<file path="src/rtl/snake_ctrl.sv">
// Snake game controller: segment list, frame-paced moves, key steering,
// collision detection and the per-pixel body flag for the VGA colour stage.
module snake_ctrl #(
  parameter int unsigned MAX_LEN     = 16,
  parameter int unsigned STEP_FRAMES = 8,
  parameter int unsigned CELL        = 20
) (
  input  logic        clk,
  input  logic        rst_n,
  input  logic        frame_tick,
  input  logic        start,
  input  logic        key_up,
  input  logic        key_down,
  input  logic        key_left,
  input  logic        key_right,
  input  logic [11:0] x_pos,
  input  logic [11:0] y_pos,
  input  logic [11:0] apple_x,
  input  logic [11:0] apple_y,
  output logic        snake,
  output logic        apple_eaten,
  output logic        game_over,
  output logic [7:0]  score,
  output logic [5:0]  head_cx,
  output logic [5:0]  head_cy
);

  localparam int unsigned LEN_W = $clog2(MAX_LEN + 1);
  localparam int unsigned FC_W  = (STEP_FRAMES > 1) ? $clog2(STEP_FRAMES) : 1;
  localparam int unsigned CW    = 6;

  typedef enum logic [1:0] {S_IDLE, S_INIT, S_RUN, S_DEAD} state_t;
  typedef enum logic [1:0] {D_UP, D_DOWN, D_LEFT, D_RIGHT} dir_t;

  state_t              state_q, state_d;
  dir_t                dir, pend_dir, key_dir;
  logic                key_any;
  logic [CW-1:0]       seg_x [MAX_LEN];
  logic [CW-1:0]       seg_y [MAX_LEN];
  logic [LEN_W-1:0]    len;
  logic [FC_W-1:0]     frame_cnt;
  logic signed [7:0]   nh_x, nh_y;
  logic [11:0]         apple_cx, apple_cy;
  logic                wall_hit, self_hit, eat, pix_hit;
  logic                load_body, run_en, move_fire, do_move;

  function automatic dir_t rev_dir(input dir_t d);
    case (d)
      D_UP:    rev_dir = D_DOWN;
      D_DOWN:  rev_dir = D_UP;
      D_LEFT:  rev_dir = D_RIGHT;
      default: rev_dir = D_LEFT;
    endcase
  endfunction

  // State register
  always_ff @(posedge clk or negedge rst_n) begin
    if (!rst_n) state_q <= S_IDLE;
    else        state_q <= state_d;
  end

  // Next-state logic
  always_comb begin
    state_d = state_q;
    case (state_q)
      S_IDLE:  if (start) state_d = S_INIT;
      S_INIT:  state_d = S_RUN;
      S_RUN:   if (move_fire && (wall_hit || self_hit)) state_d = S_DEAD;
      S_DEAD:  if (start) state_d = S_INIT;
      default: state_d = S_IDLE;
    endcase
  end

  // FSM control strobes
  always_comb begin
    load_body = 1'b0;
    run_en    = 1'b0;
    case (state_q)
      S_INIT:  load_body = 1'b1;
      S_RUN:   run_en    = 1'b1;
      default: ;
    endcase
    move_fire = run_en && frame_tick && (frame_cnt == FC_W'(STEP_FRAMES - 1));
    do_move   = move_fire && !wall_hit && !self_hit;
  end

  // Highest-priority key this cycle
  always_comb begin
    key_any = 1'b1;
    key_dir = D_UP;
    if (key_up)         key_dir = D_UP;
    else if (key_down)  key_dir = D_DOWN;
    else if (key_left)  key_dir = D_LEFT;
    else if (key_right) key_dir = D_RIGHT;
    else                key_any = 1'b0;
  end

  // Next head in signed cells so a step off the grid cannot wrap back in
  always_comb begin
    nh_x = $signed({2'b00, seg_x[0]});
    nh_y = $signed({2'b00, seg_y[0]});
    case (pend_dir)
      D_UP:    nh_y = nh_y - 8'sd1;
      D_DOWN:  nh_y = nh_y + 8'sd1;
      D_LEFT:  nh_x = nh_x - 8'sd1;
      default: nh_x = nh_x + 8'sd1;
    endcase
    wall_hit = (nh_x < 8'sd2) || (nh_x > 8'sd61) || (nh_y < 8'sd2) || (nh_y > 8'sd33);
    apple_cx = 12'(apple_x / 12'(CELL));
    apple_cy = 12'(apple_y / 12'(CELL));
    eat      = ({4'b0000, nh_x} == apple_cx) && ({4'b0000, nh_y} == apple_cy);
  end

  // Tail cell is free unless the snake grows this move
  always_comb begin
    self_hit = 1'b0;
    for (int unsigned i = 0; i < MAX_LEN; i++) begin
      if (((LEN_W'(i) < (len - LEN_W'(1))) || (eat && (LEN_W'(i) < len))) &&
          (seg_x[i] == nh_x[CW-1:0]) && (seg_y[i] == nh_y[CW-1:0]))
        self_hit = 1'b1;
    end
  end

  // Pixel inside any active segment
  always_comb begin
    logic [11:0] x0, y0;
    x0      = '0;
    y0      = '0;
    pix_hit = 1'b0;
    for (int unsigned i = 0; i < MAX_LEN; i++) begin
      x0 = 12'(seg_x[i]) * 12'(CELL);
      y0 = 12'(seg_y[i]) * 12'(CELL);
      if ((LEN_W'(i) < len) &&
          (x_pos >= x0) && (x_pos < x0 + 12'(CELL)) &&
          (y_pos >= y0) && (y_pos < y0 + 12'(CELL)))
        pix_hit = 1'b1;
    end
    if ((x_pos > 12'd1279) || (y_pos > 12'd719)) pix_hit = 1'b0;
  end

  // Body, direction, counters and registered outputs
  always_ff @(posedge clk or negedge rst_n) begin
    if (!rst_n) begin
      for (int unsigned i = 0; i < MAX_LEN; i++) begin
        seg_x[i] <= '0;
        seg_y[i] <= '0;
      end
      seg_x[0]    <= CW'(32);
      seg_y[0]    <= CW'(18);
      seg_x[1]    <= CW'(31);
      seg_y[1]    <= CW'(18);
      seg_x[2]    <= CW'(30);
      seg_y[2]    <= CW'(18);
      len         <= LEN_W'(3);
      dir         <= D_RIGHT;
      pend_dir    <= D_RIGHT;
      frame_cnt   <= '0;
      score       <= '0;
      snake       <= 1'b0;
      apple_eaten <= 1'b0;
      game_over   <= 1'b0;
    end else begin
      apple_eaten <= 1'b0;
      game_over   <= (state_d == S_DEAD);
      snake       <= pix_hit;
      if (key_any && (key_dir != rev_dir(dir))) pend_dir <= key_dir;
      if (load_body) begin
        seg_x[0]  <= CW'(32);
        seg_y[0]  <= CW'(18);
        seg_x[1]  <= CW'(31);
        seg_y[1]  <= CW'(18);
        seg_x[2]  <= CW'(30);
        seg_y[2]  <= CW'(18);
        len       <= LEN_W'(3);
        dir       <= D_RIGHT;
        pend_dir  <= D_RIGHT;
        frame_cnt <= '0;
        score     <= '0;
      end else if (run_en && frame_tick) begin
        frame_cnt <= move_fire ? '0 : frame_cnt + FC_W'(1);
        if (do_move) begin
          for (int unsigned i = 1; i < MAX_LEN; i++) begin
            seg_x[i] <= seg_x[i-1];
            seg_y[i] <= seg_y[i-1];
          end
          seg_x[0] <= nh_x[CW-1:0];
          seg_y[0] <= nh_y[CW-1:0];
          dir      <= pend_dir;
          if (eat) begin
            apple_eaten <= 1'b1;
            if (len < LEN_W'(MAX_LEN)) len   <= len + LEN_W'(1);
            if (score != 8'hFF)        score <= score + 8'd1;
          end
        end
      end
    end
  end

  assign head_cx = seg_x[0];
  assign head_cy = seg_y[0];

endmodule
</file>
<file path="config.mk">
export PLATFORM = sky130hd
export DESIGN_NAME = snake_ctrl
export DESIGN_NICKNAME = d
export VERILOG_FILES = /design/src/rtl/snake_ctrl.sv
export SDC_FILE = /design/constraint.sdc
export NUM_CORES = 2
export LEC_CHECK = 0
export CAP_MARGIN = 10
export CORE_ASPECT_RATIO = 1.5
export CORE_MARGIN = 2
export CORE_UTILIZATION = 55
export CTS_CLUSTER_DIAMETER = 200
export CTS_CLUSTER_SIZE = 40
export DETAILED_ROUTE_END_ITERATION = 8
export PLACE_DENSITY = 0.72
export SLEW_MARGIN = 20
export SYNTH_ARGS = -nofsm -noshare
export SYNTH_HDL_FRONTEND = slang
export SYNTH_SLANG_ARGS = --single-unit
</file>
<file path="constraint.sdc">
create_clock -name clk -period 13.8 [get_ports clk]
set_input_delay 2.76 -clock clk [delete_from_list [all_inputs] [get_ports clk]]
set_output_delay 2.76 -clock clk [all_outputs]
set_load 0.02 [all_outputs]
</file>
Yosys cells after proc, flatten, opt, wreduce, memory -nomap -nowiden. Cells that the tools add are included. Widths: inputs -> output; s select.

Bits in registers: 217. Input bits: 56. Output and inout port bits: 23. Word-level logic and storage cells: 498.

Add/subtract/negate cells: 40. $mul: 32. Divide/modulo/power cells: 2. Order comparisons: 103. Eq/ne operators: 45. Mux-type cells: 77. Bitwise logic cells: 1. Reductions and logical operators: 157.

Operators by type and width (number): $add 11x5->12 const B (32); $ge 12x11->1 (32); $lt 12x12->1 (32); $mux 96 (4); $mul 6x3->9 const B (32); $eq 6x6->1 (32); $logic_and 1x1->1 (119); $lt 4x5->1 const A (16); $mux 1 (43); $lt 3x5->1 const A (8); $mux 8 (5); $mux 18 (2); $pmux 8 s2 (2); $mux 5 (5); $div 12x5->12 const B (2); $eq 8x12->1 (2); $mux 2 (11); $logic_or 1x1->1 (21); $lt 1x5->1 const A (4); $lt 2x5->1 const A (4); $gt 8x7->1 const B (2); $lt 8x3->1 const B (2); $add 6x1->7 const B (2); $sub 6x1->7 const B (2); 22 further kinds (41).

Logic depth before layout (Yosys ltp).
Depth in word-level cells: 30. Gate-level depth with buffers: 21. Mapped depth without buffers: 20.

Worst setup path after synthesis. No wires, ideal clock.

Kind: input to register. From: input apple_y[8]. To: register seg_y[52] in the netlist's numbering. Library setup time: 0.128 ns. Data arrival time: 6.414 ns. Data required time: 13.672 ns. Slack: 7.258 ns. Stages on the path: 16. Buffers on the path: 4. Path through: clkbuf_1 -> nor2b_1 -> a22oi_1 -> o22a_1 -> buf_2 -> a221oi_1 -> mux2i_1 -> nor2_1 -> o31ai_1 -> o22ai_1 -> xnor2_1 -> mux2i_1 -> a211oi_4 -> buf_6 -> buf_8 -> mux2_1.

Word-level cells in the longest chain between the ends: 26. Elaborated cells on any way between the ends: 86. Classes of those cells: div: 1; eq/ne: 1; mux: 16; reduce/logical: 68.

RTL lines: start, declared (line 19) `input logic [11:0] apple_y,`; $div 12x5->12 * (line 110) `apple_cy = 12'(apple_y / 12'(CELL));`; $eq 8x12->1 * (line 111) `eat = ({4'b0000, nh_x} == apple_cx) && ({4'b0000, nh_y} == apple_cy);`; $logic_and 1x1->1 * (line 111); $logic_and 1x1->1 (line 118) `if (((LEN_W'(i) < (len - LEN_W'(1))) || (eat && (LEN_W'(i) < len))) &&`; $logic_or 1x1->1 (line 118); $logic_and 1x1->1 (line 118); $logic_and 1x1->1 (line 119) `(seg_x[i] == nh_x[CW-1:0]) && (seg_y[i] == nh_y[CW-1:0]))`; $mux 1 (15 in series) (line 118); $mux 1 * (line 118); $logic_not 1->1 * (line 84) `do_move = move_fire && !wall_hit && !self_hit;`; $logic_and 1x1->1 * (line 84); $reduce_and 3->1 (no line) *; end signal, assigned by index (line 184) `seg_y[i] <= seg_y[i-1];`; end, declared (line 39) `logic [CW-1:0] seg_y [MAX_LEN];`.

Mark *: on every way between the ends. The rest lies on a longest branch, timed or not. A chain may end at the register's enable or synchronous reset.

Final worst setup path.
From: input apple_x[8]. To: register seg_y[68] in the netlist's numbering.

Word-level cells in the longest chain between the ends: 26. Elaborated cells on any way between the ends: 86. Classes of those cells: div: 1; eq/ne: 1; mux: 16; reduce/logical: 68.

RTL lines: start, declared (line 18) `input logic [11:0] apple_x,`; $div 12x5->12 * (line 109) `apple_cx = 12'(apple_x / 12'(CELL));`; $eq 8x12->1 * (line 111); $logic_and 1x1->1 * (line 111); $logic_and 1x1->1 (line 118); $logic_or 1x1->1 (line 118); $logic_and 1x1->1 (line 118); $logic_and 1x1->1 (line 119); $mux 1 (15 in series) (line 118); $mux 1 * (line 118); $logic_not 1->1 * (line 84); $logic_and 1x1->1 * (line 84); $reduce_and 3->1 (no line) *.

Marked as above.

==> impl_metrics.yaml <==
timing:
  max_freq_ghz: 0.122
  rsz0062_at_grt: "false"
  slew_headroom_pct: 20.9
  hold_violations: 0
  fin_worst_skew_ps: 40.7
  min_period_ps: 8220
  setup_tns_ps: 0
  tightest_slew_ps: 1190
  slew_viol_final: 0
  setup_viol: 0
  fin_ws_ps: 5580
  final.period_utilization_pct: 59.6
synth:
  synth_fa_ha_area_share_pct: 31.0
  synth_ff_type: "dfrtp_1"
  synthArstFlopShare_pct: 100
  netlist_area_um2: 38700
  synth_top_area_share_pct: 29.3
  ys_warn_count: 0
  ys_seq_area_share_pct: 14.1
  synth_simple_gate_area_share_pct: 13.3
  postSynthCellCount: 4452
  synth_xor_area_share_pct: 12.1
  synth_compound_area_share_pct: 18.4
  synth.area.top_cells: "ha_1 (29%), dfrtp_1 (13%), xnor2_1 (9.0%), inv_1 (4.0%), a21oi_1 (3.3%)"
  synth_top_family_by_area: "adder cells"
  synth_top_area_cell: "ha_1"
  synthMuxAreaShare_pct: 4.85
  synth_edf_count: 0
  ys_seq_elements: 217
  ys_types: 102
  avgSynthCellArea_um2: 8.70
die:
  core_area_um2: 70000
  die-height_um: 329
  rows: 119
  initial_core_util_pct: 55.4
  io_pins: 79
  die_w_um: 221
  dieArea_um2: 72600
clocking:
  post-cts-setup-buffers: 0
  clock-root-buffer: "clkbuf_16"
  cts_tree: "built"
  cts_resized: 0
  h-tree-depth: 1
  cts_sinks: 217
  clk_pin_slew_ps: 170
  cts_made_buffers: 9
  cts_buffer_depth: 3
  worst_skew_pair.late_latency_ps: 540
  cts-hold-fix-buffers: 0
grt:
  grt_pass1_vias: 33822
  track_usage_pct: 32.9
  grt_max_degree: 157
  grt-ovfl-total: 0
  grt_pass1_wl_um: 185000
  antenna_found_initial: 0
setup_path:
  required_ps: 14240
  critPathKind: "input port to flip-flop"
  reg2reg_to: "seg_y[82]"
  cp_max_fo: 156
  reg2reg_from: "pend_dir[1]"
  end_kind: "flip-flop"
  rrSetupSlack_ps: 6950
  reg2reg_depth: 15
  cp_data_arrival_time_ps: 8660
  critPathLaunchType: "input port"
drt:
  drc_errors: 0
  viasPerCell: 6.27
  dr_total_vias: 33710
  ant_nets: 0
  routed_wl_um: 120000
  drt_iter0_markers: 1772
  wl_per_cell_um: 22.3
  firstDrtPassIters: 5
final_layout:
  fin_cells: 5380
  drive_above_1_share_pct: 3.94
  nets: 5465
  final_cell_mix: "ha_1 (906), inv_1 (417), xnor2_1 (393), a21oi_1 (256), o21ai_0 (227)"
  fin_area_um2: 40500
  synthToLayoutAreaGrowth_pct: 4.62
  final_common_cell: "ha_1"
worst_hold_path:
  worstHoldStart: "frame_cnt[1]"
  hold_depth: 2
  hold_path.class: "flip-flop to flip-flop"
  hold_end: "frame_cnt[1]"
power:
  peakVddDrop_mv: 0.0854
  p_leak_nw: 19.1
  power.density_nw_per_um2: 62.4
placed_design:
  dp_cells: 5365
  place_ws_ps: 5160
  dp_hpwl_um: 92000
  numPortBuffers: 74
  placed_area_um2: 40200
  gp_congestion: 1.01
status:
  status: "complete, no violations"
job:
  maxCapViolCount: 0
[layout make-up]
type,count,area [µm²]
Antenna cell,1,2.50
Clock buffer,12,236
Clock inverter,1,30.0
Fill cell,6440,29500
Inverter,420,1580
Multi-Input combinational cell,3696,31000
Sequential cell,217,5460
Tap cell,907,1130
Timing Repair Buffer,126,1060
[power breakdown]
part | switching [mW] | internal, mW
Sequential | 0.0612 | 0.657
Clock | 0.243 | 0.127
Combinational | 0.889 | 0.553
Total | 1.19 | 1.34
[cells in the mapped netlist (all sizes together) (24+ instances only)]
library cell    n
inv           417
a2111oi        24
nand3         106
nand2         121
nand2b         62
or4            25
and2           41
nor3          120
nor2          171
xor2          101
a211oi         37
or3            49
and3           24
a21o          148
nor2b         119
a31oi          25
o21a          108
o211ai         52
o21ai         228
dfrtp         195
a21oi         258
xnor2         400
o31ai          29
ha            907
buf            82
mux2i          66
clkbuf         68
mux2          108
nand4          33
fa             32
nor4           35
[worst max-delay path: stages]
cell             delay [ps]
clkdlybuf4s50_1         930
nor2b_1                 660
a31oi_1                 180
a31oi_1                 280
a2111oi_2               130
o21ai_0                 550
a221oi_1                190
nor4_1                  580
a21oi_1                 170
o21ai_0                 270
mux2i_1                 120
buf_4                   210
a211oi_4                250
buf_12                  620
mux2_2                  420
[metrics by stage]
| step | total power, mW | hold WS [ps] | util, % |
|---|---|---|---|
| after floorplan | 1.67 | 490 | - |
| after global placement | 2.12 | 505 | 57.5 |
| after detailed placement | 2.14 | 518 | 57.5 |
| after CTS | 2.51 | 547 | 57.9 |
| after global routing | 2.68 | 557 | 57.9 |
| final | 2.53 | 542 | 57.9 |
[registers in the layout, summed over array words and instances, names as in the netlist]
name,cells
apple_eaten,1
dir,2
frame_cnt,3
game_over,1
head_cx,6
head_cy,6
len,5
pend_dir,2
score,8
seg_x,90
seg_y,90
snake,1
state_q,2
[layer usage]
metal / global-route usage, % / part of all wire [%] / vias up / wire, µm
li1: - / - / 16054 / -
met1: 35.2 / 37 / 16327 / 44100
met2: 58.7 / 49 / 924 / 59000
met3: 2.56 / 4.1 / 405 / 4920
met4: 26.4 / 9.8 / 0 / 11700
met5: 0 / 0 / - / 0
[cells by family after synthesis]
group	Yosys count
buffers and inverters	570
XOR/XNOR	513
AND/OR/NAND/NOR	958
adder cells (fa/ha/maj)	941
AO/OA/AOI/OAI	1078
other	1
multiplexers	174
flip-flops	217
[worst max path at each step]
stage	to	cells past startpoint	slack, ps	startpoint
final	seg_y[68]	15	5580	apple_x[8]
after global routing	seg_y[68]	15	5120	apple_x[8]
after CTS	seg_x[15]	15	5710	apple_x[10]
after detailed placement	seg_x[20]	15	5160	apple_x[10]
after global placement	seg_x[15]	15	5280	apple_x[10]
after floorplan	seg_y[52]	16	7260	apple_y[8]
Note: power is estimated with default switching activity, not from simulation.
